==> config.mk <==
export PLATFORM = sky130hd
export DESIGN_NAME = transfer_tx
export DESIGN_NICKNAME = d
export VERILOG_FILES = /design/src/rtl/transfer_tx.sv
export SDC_FILE = /design/constraint.sdc
export NUM_CORES = 1
export LEC_CHECK = 0
export ABC_AREA = 1
export CORE_MARGIN = 5
export CORE_UTILIZATION = 35
export CTS_BUF_LIST = sky130_fd_sc_hd__clkbuf_16
export DETAILED_ROUTE_END_ITERATION = 16
export PLACE_DENSITY = 0.53
export SETUP_SLACK_MARGIN = 0.3
export SYNTH_ARGS = -nofsm -noshare
export SYNTH_HDL_FRONTEND = slang
export SYNTH_SLANG_ARGS = --single-unit
==> constraint.sdc <==
create_clock -name clk -period 3.3 [get_ports clk]
set_clock_uncertainty 0.1 [all_clocks]
set_input_delay 0.66 -clock clk [delete_from_list [all_inputs] [get_ports clk]]
set_output_delay 0.66 -clock clk [all_outputs]
set_load 0.03 [all_outputs]
==> src/rtl/transfer_tx.sv <==
// transfer_tx -- transmit end of the scanner / transfer-center serial link.
//
// Serializes command bytes and transfer payloads MSB-first on serial_out in
// fixed 8-cycle slots that free-run from reset release. There is no framing:
// the receiver counts 8 bits per byte from the same reset, and 0x00 is idle.
//
// Ports:
//   clk, rst             rising-edge clock, async active-low reset
//   fill_level           scan-buffer occupancy (0..DEPTH) -> status codes 1..4
//   flush_req            pulse, queue a Flush byte (0x05)
//   ready_query          pulse, queue a Ready? byte (0x06)
//   xfer_req             pulse, start a transfer; xfer_ascii/xfer_len sampled with it
//   data_in/data_valid   payload source; data_ready is the accept strobe
//   xfer_busy            transfer accepted and not finished
//   xfer_done            one-cycle pulse after the final transfer byte is loaded
//   xfer_err             sticky underrun flag, cleared by the next accepted xfer_req
//   serial_out           registered serial line (shift register MSB)
module transfer_tx #(
  parameter int DEPTH = 256,
  parameter int CNT_W = 9
) (
  input  logic             clk,
  input  logic             rst,
  input  logic [CNT_W-1:0] fill_level,
  input  logic             flush_req,
  input  logic             ready_query,
  input  logic             xfer_req,
  input  logic             xfer_ascii,
  input  logic [7:0]       xfer_len,
  input  logic [7:0]       data_in,
  input  logic             data_valid,
  output logic             data_ready,
  output logic             xfer_busy,
  output logic             xfer_done,
  output logic             xfer_err,
  output logic             serial_out
);

  localparam int WW = CNT_W + 4;
  localparam logic [WW-1:0] TH90 = WW'(9 * DEPTH);
  localparam logic [WW-1:0] TH80 = WW'(8 * DEPTH);
  localparam logic [WW-1:0] THD  = WW'(DEPTH);

  typedef enum logic [1:0] {ST_IDLE, ST_LEN, ST_DATA} state_t;

  state_t      r_state, w_state_nx;
  logic [7:0]  r_shreg;
  logic [2:0]  r_bit_cnt;
  logic        r_stat_pend, r_flush_pend, r_query_pend, r_xfer_pend;
  logic [2:0]  r_last_lvl;
  logic        r_busy, r_ascii, r_done, r_err;
  logic [7:0]  r_len, r_remain, r_fetch, r_hold;
  logic        r_hold_valid;

  logic [WW-1:0] w_f;
  logic [2:0]    w_lvl;
  logic          w_lvl_up, w_load, w_accept, w_take;
  logic [7:0]    w_next_byte;
  logic          w_send_stat, w_send_flush, w_send_query, w_send_hdr, w_send_data, w_fin;

  assign w_load     = (r_bit_cnt == 3'd7);
  assign w_accept   = xfer_req & ~r_busy;
  assign data_ready = r_busy & ~r_hold_valid & (r_fetch < r_len);
  assign w_take     = data_valid & data_ready;

  assign serial_out = r_shreg[7];
  assign xfer_busy  = r_busy;
  assign xfer_done  = r_done;
  assign xfer_err   = r_err;

  // Fill level thresholds; products widened so 10*DEPTH cannot overflow.
  assign w_f = WW'(fill_level);
  always_comb begin
    w_lvl = 3'd0;
    if (fill_level == CNT_W'(DEPTH))     w_lvl = 3'd4;
    else if (w_f * WW'(10) >= TH90)      w_lvl = 3'd3;
    else if (w_f * WW'(10) >= TH80)      w_lvl = 3'd2;
    else if (w_f * WW'(2)  >= THD)       w_lvl = 3'd1;
  end
  assign w_lvl_up = (w_lvl > r_last_lvl);

  // Byte selection for the next slot load. Status is only sent if the level
  // is still above the last reported one at load time, so a level that fell
  // back while waiting behind a transfer is dropped rather than sent stale.
  always_comb begin
    w_state_nx   = r_state;
    w_next_byte  = 8'h00;
    w_send_stat  = 1'b0;
    w_send_flush = 1'b0;
    w_send_query = 1'b0;
    w_send_hdr   = 1'b0;
    w_send_data  = 1'b0;
    w_fin        = 1'b0;
    case (r_state)
      ST_IDLE: begin
        if (r_stat_pend && w_lvl_up) begin
          w_send_stat = 1'b1;
          w_next_byte = {5'd0, w_lvl};
        end else if (r_flush_pend) begin
          w_send_flush = 1'b1;
          w_next_byte  = 8'h05;
        end else if (r_query_pend) begin
          w_send_query = 1'b1;
          w_next_byte  = 8'h06;
        end else if (r_xfer_pend) begin
          w_send_hdr  = 1'b1;
          w_next_byte = r_ascii ? 8'h08 : 8'h07;
          w_state_nx  = ST_LEN;
        end
      end
      ST_LEN: begin
        w_next_byte = r_len;
        if (r_len == 8'd0) begin
          w_fin      = 1'b1;
          w_state_nx = ST_IDLE;
        end else begin
          w_state_nx = ST_DATA;
        end
      end
      ST_DATA: begin
        w_send_data = 1'b1;
        w_next_byte = r_hold_valid ? r_hold : 8'h00;  // underrun sends filler
        if (r_remain == 8'd1) begin
          w_fin      = 1'b1;
          w_state_nx = ST_IDLE;
        end
      end
      default: ;
    endcase
  end

  always_ff @(posedge clk or negedge rst) begin
    if (!rst)        r_state <= ST_IDLE;
    else if (w_load) r_state <= w_state_nx;
  end

  always_ff @(posedge clk or negedge rst) begin
    if (!rst) begin
      r_shreg      <= 8'h00;
      r_bit_cnt    <= 3'd0;
      r_stat_pend  <= 1'b0;
      r_flush_pend <= 1'b0;
      r_query_pend <= 1'b0;
      r_xfer_pend  <= 1'b0;
      r_last_lvl   <= 3'd0;
      r_busy       <= 1'b0;
      r_ascii      <= 1'b0;
      r_len        <= 8'd0;
      r_remain     <= 8'd0;
      r_fetch      <= 8'd0;
      r_hold       <= 8'd0;
      r_hold_valid <= 1'b0;
      r_done       <= 1'b0;
      r_err        <= 1'b0;
    end else begin
      r_done <= 1'b0;

      if (w_load) begin
        r_shreg   <= w_next_byte;
        r_bit_cnt <= 3'd0;
      end else begin
        r_shreg   <= {r_shreg[6:0], 1'b0};
        r_bit_cnt <= r_bit_cnt + 3'd1;
      end

      // A repeat pulse landing on the load edge of its own byte merges into it.
      r_flush_pend <= (r_flush_pend | flush_req)   & ~(w_load & w_send_flush);
      r_query_pend <= (r_query_pend | ready_query) & ~(w_load & w_send_query);

      if (w_load) begin
        r_stat_pend <= w_lvl_up & ~w_send_stat;
        // Falling below the last report re-arms that level without a byte.
        if (w_send_stat || (w_lvl < r_last_lvl)) r_last_lvl <= w_lvl;
        if (w_send_hdr) r_xfer_pend <= 1'b0;
        if (r_state == ST_LEN) r_remain <= r_len;
        if (w_send_data) begin
          r_remain <= r_remain - 8'd1;
          if (!r_hold_valid) r_err <= 1'b1;
        end
        if (w_fin) begin
          r_busy <= 1'b0;
          r_done <= 1'b1;
        end
      end

      if (w_accept) begin
        r_busy      <= 1'b1;
        r_xfer_pend <= 1'b1;
        r_ascii     <= xfer_ascii;
        r_len       <= xfer_len;
        r_fetch     <= 8'd0;
        r_err       <= 1'b0;
      end

      if (w_take) begin
        r_hold       <= data_in;
        r_hold_valid <= 1'b1;
        r_fetch      <= r_fetch + 8'd1;
      end else if (w_load && w_send_data) begin
        r_hold_valid <= 1'b0;
      end
      // A byte fetched late after an underrun is never sent; drop it at the end.
      if (w_load && w_fin) r_hold_valid <= 1'b0;
    end
  end

endmodule

==> impl_metrics.tcl <==
set metrics [dict create \
    outcome "finished clean" \
    port_buffers 36 \
    worst_pin_slew_ns 0.670 \
    finalCritPeriodShare 0.867 \
    swShare 0.282 \
    n_fill_cell 1012 \
    place_congestion 0.847 \
    drt_iter0_markers 74 \
    pwr-share-comb 0.232 \
    cts_inserted_buffers 9 \
    die-area_um2 12300 \
    fmax_ghz 0.349 \
    cts_max_path_buffers 2 \
    p_int_mw 1.57 \
    end_kind "flip-flop" \
    synthArstFlopShare 1.00 \
    clock-sinks 57 \
    synth_edf_count 0 \
    grt_pass1_wl_mm 14.7 \
    slew_viol_final 0 \
    pre_cts_slack_ns -0.375 \
    fin_crit_ns 2.86 \
    core_area_um2 9820 \
    crit_path_top_delay_cell "fa_2" \
    yosysMostFrequentCell "nand2_1" \
    crit_type "in -> reg" \
    grt_pass1_vias 3105 \
    clk_pin_slew_ns 0.05 \
    dr.pass1.iters 4 \
    startpoint "fill_level[3]" \
    cap_viol_max_count 0 \
    grt.overflow.total 0 \
    finalSetupViolCount 0 \
    synth_cells 441 \
    ys.flop_type "dfrtp_1" \
    syn_area_per_cell_um2 8.06 \
    ys_top_cells_by_area "dfrtp_1, nand2_1, ha_1" \
    totalNegativeSetupSlack_ns 0 \
    cp_num_buf_inv 3 \
    grt_usage 0.144 \
    critPathArrivalTime_ns 2.98 \
    crit_family "simple AND/OR/NAND/NOR gates" \
    syn_to_final_growth_pct 35.0 \
    antenna_cells 0 \
    reg2reg_slack_ns 0.98 \
    die_x_um 111 \
    synth_top_area_cell "dfrtp_1" \
    cp_slowest_stage_delay_ns 0.32 \
    place_hpwl_mm 6.65 \
    ys_types 41 \
    fp.dieH_um 111 \
    hold_viol 0 \
    cts_hold_buf 0 \
    final_layout_size_suffix_gt1_frac 0.210 \
    ant_nets 0 \
    antenna_found_initial 0 \
    wl_per_cell_um 13.4 \
    worstPathMaxFanout 6 \
    final_cell_area_um2 4800 \
    dpl_cell_area_um2 4330 \
    rows 36 \
    grt_max_degree 31 \
    vias_per_cell 4.77 \
    yosysWarningCount 0 \
    synthesis.nets 506 \
    cellPowerDensity_nw_per_um2 455 \
    nNetsFinal 580 \
    multi_input_area_um2 2110 \
    initial_core_util 0.362 \
    rsz0062_at_grt "no" \
    setup.worst_path.start_class "input port" \
    p_seq_frac 0.350 \
    worstSkewPairLatency_ns 0.33 \
    cts_tree "done" \
    timing.slew.headroom 0.554 \
    synthTopCellsByCount "nand2_1, dfrtp_1, inv_1" \
    setup_ws_ns 0.438 \
    power_switching_mw 0.616 \
    wl_mm 8.76 \
    synth_seq_cells 57 \
    peakVddDrop_uv 277 \
    htree_levels 3 \
    hp-class "in -> async" \
    worstPathCellList "buf_6 > ha_4 > ha_4 > fa_2 > nand2_1 > nand2_1 > nand2_2 > o21bai_1 > xnor2_1 > nand4_1 > o21ai_2 > ha_4 > inv_2 > nand4_4 > nand2_4 > nand2_2 > inv_2 > nand3_4 > nand2_4 > nand2_4 > nand2_1 > nand2_1" \
    cts-root-buf "clkbuf_16" \
    required_ns 3.42 \
    cpMostUsedCell "nand2_1" \
    yosys.area.top_type_share 0.401 \
    ios 37 \
    clkPwrFrac 0.418 \
    r2r_start "r_len[7]" \
    ys_seq_area_frac 0.401 \
    dr_total_vias 3115 \
    netlist_area_um2 3550 \
    drt_drc_violations_left 0 \
    seqCellArea_um2 1430 \
    leakage_nw 2.30 \
]
-- final cells by class --
| class | instances | share of cell area |
|---|---|---|
| clock buffer | 9 | 0.0469 |
| sequential | 57 | 0.297 |
| multi-input combinational | 320 | 0.439 |
| timing repair buffer | 70 | 0.123 |
| tap | 133 | 0.0347 |
| clock inverter | 7 | 0.0146 |
| inverter | 57 | 0.0446 |
-- per-layer routing --
layer  up-vias  track usage  routed length [um]  part of all wire
li1       1614            -                   -                 -
met1      1462        0.184                4120              0.47
met2        32        0.250                4380              0.50
met3         7       0.0186                 183             0.021
met4         0       0.0484                  77            0.0088
met5         -            0                   0                 0
-- worst paths after layout --
kind,end,cells after the start
worst max-delay path,r_last_lvl[1],22
worst min-delay path,r_fetch[4],1
worst max register to register,r_fetch[1],10
worst min register to register,r_bit_cnt[0],1
max in group asynchronous,r_stat_pend,2
min in group clk,r_bit_cnt[0],1
-- kinds of logic after synthesis --
kind of cell | count (synthesis) | synth area share
and+or+nand+nor | 206 | 0.275
DFF | 57 | 0.401
adders and majority gates | 33 | 0.118
buffers and inverters | 64 | 0.0690
xor gates and xnor gates | 5 | 0.0123
AOI/OAI and AO/OA | 76 | 0.124
-- state kept, by name, indices dropped and copies added, names as in the netlist, 2 cells and up --
signal	flops
r_remain	8
r_shreg	8
r_last_lvl	3
r_bit_cnt	3
r_fetch	8
r_len	8
r_state	2
r_hold	8
-- cells in the final DEF (no fill, tap or decap), types with 5 or more instances in the layout --
cell,n
nor2_1,27
clkbuf_16,9
a21oi_1,13
ha_1,17
nand2_2,10
nand4_1,11
nand2_1,106
clkdlybuf4s50_1,25
inv_1,50
nand3_2,5
ha_4,13
nor3_1,7
a22o_1,5
dfrtp_1,57
buf_4,33
nand3_1,22
clkbuf_2,6
o21ai_0,40
-- power groups by stage --
stage	clock, mW	sequential, mW	combinational [mW]
floorplan	0	0.766	0.287
global placement	0	0.775	0.439
detailed placement	0	0.775	0.448
CTS	0.932	0.764	0.458
global route	0.959	0.768	0.566
finish	0.913	0.764	0.508
-- metrics by stage --
stage               std cells  hold WS (ns)   util  power [mW]
finish                    653         0.268  0.489        2.18
global route              653         0.319  0.489        2.29
CTS                       648         0.286  0.476        2.15
detailed placement        631         0.317  0.441        1.22
global placement          631         0.315  0.441        1.21
floorplan                 441         0.264      -        1.05
-- timing repair --
| action | CTS | global route |
|---|---|---|
| hold endpoints to repair | 0 | 0 |
| setup endpoints to repair | 14 | 14 |
| pin swaps | 11 | 21 |
| resized for setup | 23 | 32 |
| buffers inserted | 1 | 5 |
Note: power is estimated with default switching activity, not from simulation.
